--- config.mk ---
export PLATFORM = sky130hd
export DESIGN_NAME = uart_tx_ctrl
export DESIGN_NICKNAME = d
export VERILOG_FILES = /design/src/rtl/uart_tx_ctrl.sv
export SDC_FILE = /design/constraint.sdc
export NUM_CORES = 1
export LEC_CHECK = 0
export ABC_AREA = 1
export CAP_MARGIN = 20
export CORE_MARGIN = 2
export CORE_UTILIZATION = 55
export CTS_BUF_LIST = sky130_fd_sc_hd__clkbuf_4 sky130_fd_sc_hd__clkbuf_8
export DETAILED_ROUTE_END_ITERATION = 7
export DONT_BUFFER_PORTS = 1
export GPL_TIMING_DRIVEN = 1
export HOLD_SLACK_MARGIN = 0.1
export PLACE_DENSITY_LB_ADDON = 0.15
export SLEW_MARGIN = 20
export SYNTH_ARGS = -nofsm -noshare
export SYNTH_HDL_FRONTEND = slang
export SYNTH_SLANG_ARGS = --single-unit
--- constraint.sdc ---
create_clock -name i_Clk -period 1.8 [get_ports i_Clk]
set_input_delay 0.45 -clock i_Clk [delete_from_list [all_inputs] [get_ports i_Clk]]
set_output_delay 0.45 -clock i_Clk [all_outputs]
set_load 0.01 [all_outputs]
--- src/rtl/uart_tx_ctrl.sv ---
// uart_tx_ctrl: 8N1 UART transmitter FSM with ready/valid byte handoff and frame counter
// Ports: i_Clk clock; i_Rst_n async active-low reset; i_Tx_DV/i_Tx_Byte byte request, taken
// when o_Tx_Ready; current_state/bit_index expose the FSM; o_Tx_Byte held byte; o_Tx_Serial line;
// o_Tx_Active start..stop; o_Tx_Done one-cycle cleanup pulse; o_Frame_Count completed frames mod 256.
module uart_tx_ctrl #(
    parameter int CLKS_PER_BIT = 87
) (
    input  logic       i_Clk,
    input  logic       i_Rst_n,
    input  logic       i_Tx_DV,
    input  logic [7:0] i_Tx_Byte,
    output logic       o_Tx_Ready,
    output logic [2:0] current_state,
    output logic [2:0] bit_index,
    output logic [7:0] o_Tx_Byte,
    output logic       o_Tx_Serial,
    output logic       o_Tx_Active,
    output logic       o_Tx_Done,
    output logic [7:0] o_Frame_Count
);
    typedef enum logic [2:0] {
        s_IDLE         = 3'd0,
        s_TX_START_BIT = 3'd1,
        s_TX_DATA_BITS = 3'd2,
        s_TX_STOP_BIT  = 3'd3,
        s_CLEANUP      = 3'd4
    } state_t;
    localparam logic [11:0] LAST = 12'(CLKS_PER_BIT - 1);
    state_t      state_q, state_d;
    logic [11:0] clk_count_q, clk_count_d;
    logic [2:0]  bit_index_q, bit_index_d;
    logic [7:0]  tx_byte_q, tx_byte_d;
    logic [7:0]  frame_count_q, frame_count_d;
    logic        bit_end;
    assign bit_end = clk_count_q == LAST;
    always_ff @(posedge i_Clk or negedge i_Rst_n) begin
        if (!i_Rst_n) begin
            state_q       <= s_IDLE;
            clk_count_q   <= '0;
            bit_index_q   <= '0;
            tx_byte_q     <= '0;
            frame_count_q <= '0;
        end else begin
            state_q       <= state_d;
            clk_count_q   <= clk_count_d;
            bit_index_q   <= bit_index_d;
            tx_byte_q     <= tx_byte_d;
            frame_count_q <= frame_count_d;
        end
    end
    always_comb begin
        state_d       = state_q;
        clk_count_d   = bit_end ? '0 : clk_count_q + 12'd1;
        bit_index_d   = bit_index_q;
        tx_byte_d     = tx_byte_q;
        frame_count_d = frame_count_q;
        case (state_q)
            s_IDLE: begin
                clk_count_d = '0;
                if (i_Tx_DV) begin
                    tx_byte_d   = i_Tx_Byte;
                    bit_index_d = '0;
                    state_d     = s_TX_START_BIT;
                end
            end
            s_TX_START_BIT: state_d = bit_end ? s_TX_DATA_BITS : s_TX_START_BIT;
            s_TX_DATA_BITS: begin
                // bit_index wraps 7 -> 0 on its own, leaving it cleared for STOP
                if (bit_end) begin
                    bit_index_d = bit_index_q + 3'd1;
                    state_d     = bit_index_q == 3'd7 ? s_TX_STOP_BIT : s_TX_DATA_BITS;
                end
            end
            s_TX_STOP_BIT: state_d = bit_end ? s_CLEANUP : s_TX_STOP_BIT;
            s_CLEANUP: begin
                clk_count_d   = '0;
                frame_count_d = frame_count_q + 8'd1;
                state_d       = s_IDLE;
            end
            default: begin
                clk_count_d = '0;
                bit_index_d = '0;
                state_d     = s_IDLE;
            end
        endcase
    end
    assign current_state = state_q;
    assign bit_index     = bit_index_q;
    assign o_Tx_Byte     = tx_byte_q;
    assign o_Frame_Count = frame_count_q;
    assign o_Tx_Ready    = state_q == s_IDLE;
    assign o_Tx_Done     = state_q == s_CLEANUP;
    assign o_Tx_Active   = state_q == s_TX_START_BIT || state_q == s_TX_DATA_BITS || state_q == s_TX_STOP_BIT;
    assign o_Tx_Serial   = state_q == s_TX_START_BIT ? 1'b0 :
                           state_q == s_TX_DATA_BITS ? tx_byte_q[bit_index_q] : 1'b1;
endmodule

==> key figures, run 1 <==
Setup path
  – Reg2reg setup slack: 0.26 ns
  – FF-to-FF path depth: 9
  – CP Capture Type: output port
  – Crit Path Max Fanout: 5
  – WS Path Type: reg -> out
  – Crit path DAT: 1.35 ns
  – Reg-to-reg startpoint: clk_count_q[0]
  – Crit-path cells: buf_6 > nand2_1 > nand3_2 > nand3_2 > nand3_1 > nand2_1 > inv_2
  – Startpoint types: register
  – Max incr delay on CP: 0.47 ns
  – R2r endpoint: bit_index[2]
  – Slowest stage cell on the critical path: dfrtp_2
  – Worst endpoint required time: 1.35 ns

Drt
  – DRT Wirelength: 3.594 mm
  – Drt drc: 0
  – Routed Antenna Nets: 0
  – Total number of vias: 1408
  – Drt via density: 5.254
  – Starting DRT DRC Count: 85
  – Drt pass-1 iters: 4
  – DR WL/cell: 13.41 µm

Clock network
  – H-tree Lvls: 2
  – Root Driver: clkbuf_4
  – Clk_lat worst skew: 0.34 ns
  – Clock buffer count from CTS: 5
  – TritonCTS clock tree: done
  – CTS Sinks: 34
  – Clk slew on worst S/H paths: 0.11 ns
  – CTS Buffer Depth: 2

Yosys
  – Synth Cell Area: 1818 µm²
  – Post-Synthesis Net Count: 226
  – Synth top area share: 46.80%
  – Yosys warning count: 0
  – Flop and latch count out of synthesis: 34
  – Top cell type by total area after synthesis: dfrtp_1
  – Syn Inst Count: 210
  – Avg Cell Area, Syn: 8.657 µm²
  – Sequential area share after synthesis: 46.80%
  – Netlist cell types: 28
  – Ranking of synthesized cells by area: dfrtp_1 (47%), nand2_1 (11%), inv_1 (5.0%), mux2_2 (5.0%), nor2_1 (5.0%)

Global routing
  – Pin count of the biggest net entering global routing: 35
  – Initial antenna violation count: 0
  – Grt total ovfl: 0
  – Number of global-route vias before repair: 1330
  – First-pass GRT wire length: 5.416 mm
  – GR Util All Layers: 19.68%

Power and ir drop
  – Power Density: 1059 nW/µm²
  – Pleak: 0.9570 nW
  – Max IR drop VDD: 0.0007014 V

Final layout
  – Fin cells: 268
  – Area Growth Syn to Fin: 11.36%
  – Diodes inserted: 0
  – Post-Layout Inst Area: 2024 µm²
  – Fill cells: 275
  – Nets@finish: 239
  – Fraction of layout cells with a size suffix above 1: 21.88%

Place
  – Setup WS pre-CTS: 0.2156 ns
  – Area after DPL: 1888 µm²
  – DP HPWL: 2.651 mm
  – Port bufs: 0
  – Placed Cells incl. Taps: 256
  – Gp weighted congestion: 0.8139

Worst hold path
  – Hold wc startpoint: i_Tx_Byte[2]
  – Worst Hold End: o_Tx_Byte[2]
  – Worst min path class: in -> reg
  – Worst hold path cell count: 1

STA
  – Minimum clock period: 1.797 ns
  – Period utilization: 99.82%
  – Slew margin rel.: 82.15%
  – Pins Over Slew Limit: 0
  – Setup violations, final: 0
  – RSZ-0062 raised after global routing: yes
  – Worst-Margin Slew: 0.2653 ns
  – Peak Freq: 0.5566 GHz
  – Clock skew: 0.01828 ns
  – PnR worst setup slack: 0.003224 ns
  – Final hold vios: 0

Floorplanning
  – Core footprint: 3103 µm²
  – Initial Utilization: 58.59%
  – Die ar.: 3781 µm²
  – I/O pin count: 37
  – Die width: 61.49 µm
  – Std cell rows: 20
  – Die H: 61.49 µm

Run status
  – Status: completed

Job
  – Max Cap Viol: 0
==> sequential cells by signal, indices dropped and copies added (netlist names) <==
register and flops:
clk_count_q 12, o_Frame_Count 8, o_Tx_Byte 8, bit_index 3, current_state 3
==> layout by cell type, fill, tap and decap left out, drive strengths merged <==
cell / synthesis / routed
a21oi: 4 / 4
o211ai: 1 / 1
ha: 5 / 5
dfrtp: 34 / 34
nor3b: 2 / 2
clkbuf: 0 / 7
and2: 1 / 1
xor2: 6 / 6
nor3: 8 / 8
clkinv: 0 / 1
nand2: 56 / 56
nand4: 8 / 8
xnor2: 3 / 3
dlygate4sd3: 0 / 1
nor4: 2 / 2
or2: 1 / 1
a31oi: 1 / 1
inv: 26 / 26
mux2: 8 / 8
buf: 0 / 5
nor2: 27 / 27
o21ai: 2 / 2
nand3: 15 / 15
==> cell usage after synthesis <==
library cell  instances
a21oi_1               4
a31oi_1               1
and2_4                1
dfrtp_1              34
ha_1                  5
inv_1                24
inv_2                 2
mux2_2                8
nand2_1              52
nand2_2               3
nand2_4               1
nand3_1              12
nand3_2               3
nand4_1               8
nor2_1               24
nor2_2                2
nor2_4                1
nor3_1                4
nor3_2                2
nor3_4                2
nor3b_1               2
nor4_1                2
o211ai_1              1
o21ai_0               1
o21ai_1               1
or2_1                 1
xnor2_1               3
xor2_1                6
==> worst max path at each step <==
stage,to,startpoint,cells past startpoint
after floorplan,o_Tx_Serial,current_state[0],5
after global placement,o_Tx_Serial,current_state[0],5
after detailed placement,o_Tx_Serial,current_state[0],5
after CTS,o_Tx_Serial,bit_index[0],7
after global routing,o_Tx_Serial,bit_index[0],7
final,o_Tx_Serial,bit_index[0],7
==> metrics by stage <==
step | utilization (%) | hold slack, ns | power (W) | setup TNS, ns
floorplan | - | 0.1544 | 0.001520 | 0
global placement | 60.85 | 0.1551 | 0.001638 | 0
detailed placement | 60.85 | 0.1552 | 0.001661 | 0
CTS | 64.72 | 0.2427 | 0.002148 | 0
global route | 65.24 | 0.2262 | 0.002283 | -0.08345
finish | 65.24 | 0.2535 | 0.002145 | 0
==> kinds of logic after synthesis <==
family / after synthesis / share of synthesized area (%)
adder cells (fa/ha/maj): 5 / 3.441
multiplexers: 8 / 4.955
flip-flops: 34 / 46.80
AND/OR/NAND/NOR: 120 / 32.69
buffers and inverters: 26 / 5.369
XOR/XNOR: 9 / 4.336
AO/OA/AOI/OAI: 8 / 2.409
==> repair_timing <==
item	4_1_cts	5_1_grt
endpoints found under the hold margin	34	0
cloned	0	0
buffers inserted	2	0
resized for setup	9	4
pin swaps	1	4
endpoints found under the setup margin	1	1
hold buffers	2	0
==> layer usage <==
layer / global-route usage, % / vias up / wire length (µm)
li1: - / 702 / -
met1: 24.23 / 678 / 1631
met2: 32.33 / 22 / 1802
met3: 6.303 / 6 / 118
met4: 7.295 / 0 / 42
met5: 0 / - / 0
==> worst max-delay path: cells and delay by family, from the launching register on <==
kind / cells / cell delay [ns]
flip-flops: 1 / 0.47
AND/OR/NAND/NOR: 5 / 0.36
buffers and inverters: 2 / 0.18
==> cell type report <==
| type | instances | area (µm²) | share of cell area (%) |
|---|---|---|---|
| clock inverter | 1 | 5.005 | 0.2472 |
| timing repair buffer | 6 | 63.81 | 3.152 |
| inverter | 26 | 97.59 | 4.821 |
| clock buffer | 7 | 58.81 | 2.905 |
| multi-input combinational | 150 | 887.1 | 43.82 |
| tap | 44 | 55.05 | 2.719 |
| sequential | 34 | 857.1 | 42.34 |
==> report_power, final <==
part / total, W / leakage (nW) / internal (W) / switching [W]
sequential: 0.00110 / 0.443 / 0.000905 / 0.000198
combinational: 0.000584 / 0.475 / 0.000233 / 0.000351
clock: 0.000458 / 0.0387 / 0.000204 / 0.000253
total: 0.00214 / 0.957 / 0.00134 / 0.000802
No activity file was read; power rests on OpenSTA's default activity.
==> run 2, diff against run 1 <==
- PLACE_DENSITY: not set -> 0.82
- PLACE_DENSITY_LB_ADDON: 0.15 -> not set
- clock period: 1.8 -> 1.73 ns (I/O delays scaled with it)
==> run 2 against run 1 <==
  * The run now ends with negative setup slack left
  * Global-route usage increased by 1.0 points
  * Clock power decreased by 14%
  * Sequential power increased by 5%
  * Clock skew decreased by 0.011 ns
  * Die area unchanged
  * Highest routed layer unchanged
==> key figures, run 2 (synthesis results as in run 1) <==
STA
  – Pins Over Slew Limit: 0 (unchanged)
  – Minimum clock period: 1.761 ns
  – Clock skew: 0.007492 ns (was 0.01828 ns)
  – RSZ-0062 raised after global routing: yes (unchanged)
  – Peak Freq: 0.5679 GHz
  – Worst-Margin Slew: 0.2984 ns (was 0.2653 ns)
  – Setup TNS Final: -0.03101 ns (was 0 ns)
  – Final hold vios: 0 (unchanged)
  – Slew margin rel.: 80.10% (was 82.15%)
  – Setup violations, final: 1 (was 0)
  – Period utilization: 101.8%
  – PnR worst setup slack: -0.03101 ns (was 0.003224 ns)

Drt
  – Total number of vias: 1417 (was 1408)
  – DR WL/cell: 13.32 µm (was 13.41 µm)
  – Drt drc: 0 (unchanged)
  – Starting DRT DRC Count: 112 (was 85)
  – Routed Antenna Nets: 0 (unchanged)
  – Drt pass-1 iters: 4 (unchanged)
  – Drt via density: 5.287 (was 5.254)
  – DRT Wirelength: 3.571 mm (was 3.594 mm)

Clock network
  – Clk_lat worst skew: 0.33 ns (was 0.34 ns)
  – Clock buffer count from CTS: 5 (unchanged)
  – TritonCTS clock tree: done (unchanged)
  – CTS Buffer Depth: 2 (unchanged)
  – CTS Sinks: 34 (unchanged)
  – Root Driver: clkbuf_4 (unchanged)
  – H-tree Lvls: 2 (unchanged)
  – Clk slew on worst S/H paths: 0.09 ns (was 0.11 ns)

Final layout
  – Fill cells: 266 (was 275)
  – Most common cell after layout, fill and taps aside: nand2_1 (unchanged)
  – Most frequent cells in the layout: nand2_1 (51), dfrtp_1 (29), nor2_1 (23), inv_1 (21), nand3_1 (12) (was nand2_1 (52), dfrtp_1 (29), nor2_1 (23), inv_1 (21), nand3_1 (10))
  – Max reg flops: 12 (unchanged)
  – Diodes inserted: 0 (unchanged)
  – Nets@finish: 240 (was 239)
  – Fin cells: 268 (unchanged)
  – Largest Register: clk_count_q (unchanged)
  – Fraction of layout cells with a size suffix above 1: 21.43% (was 21.88%)
  – Util after Layout: 64.56% (was 65.24%)
  – Area Growth Syn to Fin: 10.19% (was 11.36%)

Floorplanning
  – Die H: 61.49 µm (unchanged)
  – Std cell rows: 20 (unchanged)
  – Die ar.: 3781 µm² (unchanged)
  – Die width: 61.49 µm (unchanged)
  – Initial Utilization: 58.59% (unchanged)
  – Core footprint: 3103 µm² (unchanged)
  – I/O pin count: 37 (unchanged)

Global routing
  – GR Util All Layers: 20.72% (was 19.68%)
  – Grt total ovfl: 0 (unchanged)
  – Met2 Usage GRT: 33.98% (was 32.33%)
  – GR peak layer: met2 (unchanged)
  – Pin count of the biggest net entering global routing: 35 (unchanged)
  – Grt met3 use: 7.143% (was 6.303%)
  – Initial antenna violation count: 0 (unchanged)
  – Met1 GRT Util: 25.17% (was 24.23%)
  – First-pass GRT wire length: 5.609 mm (was 5.416 mm)
  – Number of global-route vias before repair: 1361 (was 1330)

Run status
  – Status: finished, violations left (was completed)
  – Failing checks: negative setup slack

Power and ir drop
  – Pleak: 0.9496 nW (was 0.9570 nW)
  – Overall Power: 0.002160 W (was 0.002145 W)
  – Max IR drop VDD: 0.0007542 V (was 0.0007014 V)
  – Power Density: 1078 nW/µm² (was 1059 nW/µm²)

Setup path
  – Crit Path Max Fanout: 4 (was 5)
  – Crit path DAT: 1.33 ns (was 1.35 ns)
  – Startpoint types: register (unchanged)
  – CP Capture Type: output port (unchanged)
  – Worst endpoint required time: 1.30 ns (was 1.35 ns)
  – WS Path Type: reg -> out (unchanged)

Worst hold path
  – Worst min path class: in -> reg (unchanged)

Place
  – Placed Cells incl. Taps: 257 (was 256)
  – Gp weighted congestion: 0.8311 (was 0.8139)
  – DP HPWL: 2.623 mm (was 2.651 mm)
  – Port bufs: 0 (unchanged)

Job
  – Max Cap Viol: 0 (unchanged)
==> run 2: changes by cell type in the layout (fill, tap and decap cells not counted) <==
cell      delta
nor2_2       +1
nand2_2      +1
clkbuf_8     -1
clkbuf_4     -1
nand3_1      +2
nand3_2      -2
nand2_1      -1
buf_4        +1
nor2_4       -1
clkinv_2     +1
==> run 2: metal layers <==
layer  routed length (µm)  part of all wire (%)
met5                    0                     0
met4                   70                   2.0
met3                  258                   7.2
met2                 1769                    50
met1                 1472                    41
==> run 2: worst paths after layout <==
check                               startpoint                to  slack [ns]  cells past startpoint
worst max register to register  clk_count_q[0]      bit_index[2]        0.20                      9
worst max-delay path              bit_index[0]       o_Tx_Serial       -0.03                      7
max in group asynchronous              i_Rst_n      bit_index[1]        1.00                      2
min in group asynchronous              i_Rst_n  o_Frame_Count[1]        0.55                      2
worst min register to register  clk_count_q[0]    clk_count_q[0]        0.51                      1
worst min-delay path              i_Tx_Byte[2]      o_Tx_Byte[2]        0.25                      1
==> run 2: final cells by class <==
cell class | count | area, µm² | share of cell area (%)
repair buffers | 7 | 71.32 | 3.560
inverters | 26 | 97.59 | 4.872
multi-input cells | 150 | 874.6 | 43.66
flip-flops and latches | 34 | 857.1 | 42.79
clock inverters | 2 | 10.01 | 0.4997
well taps | 44 | 55.05 | 2.748
clock buffers | 5 | 37.54 | 1.874
==> run 2: where the power goes <==
| part | internal [W] | switching (W) | total [W] |
|---|---|---|---|
| clock network | 0.000146 | 0.000250 | 0.000396 |
| logic | 0.000253 | 0.000365 | 0.000618 |
| registers | 0.000942 | 0.000204 | 0.00115 |
==> run 2: worst max-delay path, cell delays in order (launching register included) <==
cell     delay, ns
dfrtp_2       0.45
buf_6         0.13
nand2_1       0.06
nand3_1       0.06
nand3_1       0.08
nand3_1       0.07
nand2_1       0.09
inv_2         0.05
==> run 2: stage by stage <==
stage	instance area, µm²	hold slack [ns]	setup WS [ns]
floorplan	1818	0.1369	0.2863
global placement	1896	0.1376	0.2402
detailed placement	1896	0.1376	0.1764
CTS	1998	0.2387	-0.01822
global route	2003	0.2243	-0.1212
finish	2003	0.2454	-0.03101
==> run 2: timing repair <==
item | in CTS | in global routing
pin swaps | 5 | 0
endpoints found under the setup margin | 1 | 2
hold buffers | 2 | 0
endpoints found under the hold margin | 34 | 0
resized for setup | 9 | 2
buffers inserted | 2 | 0
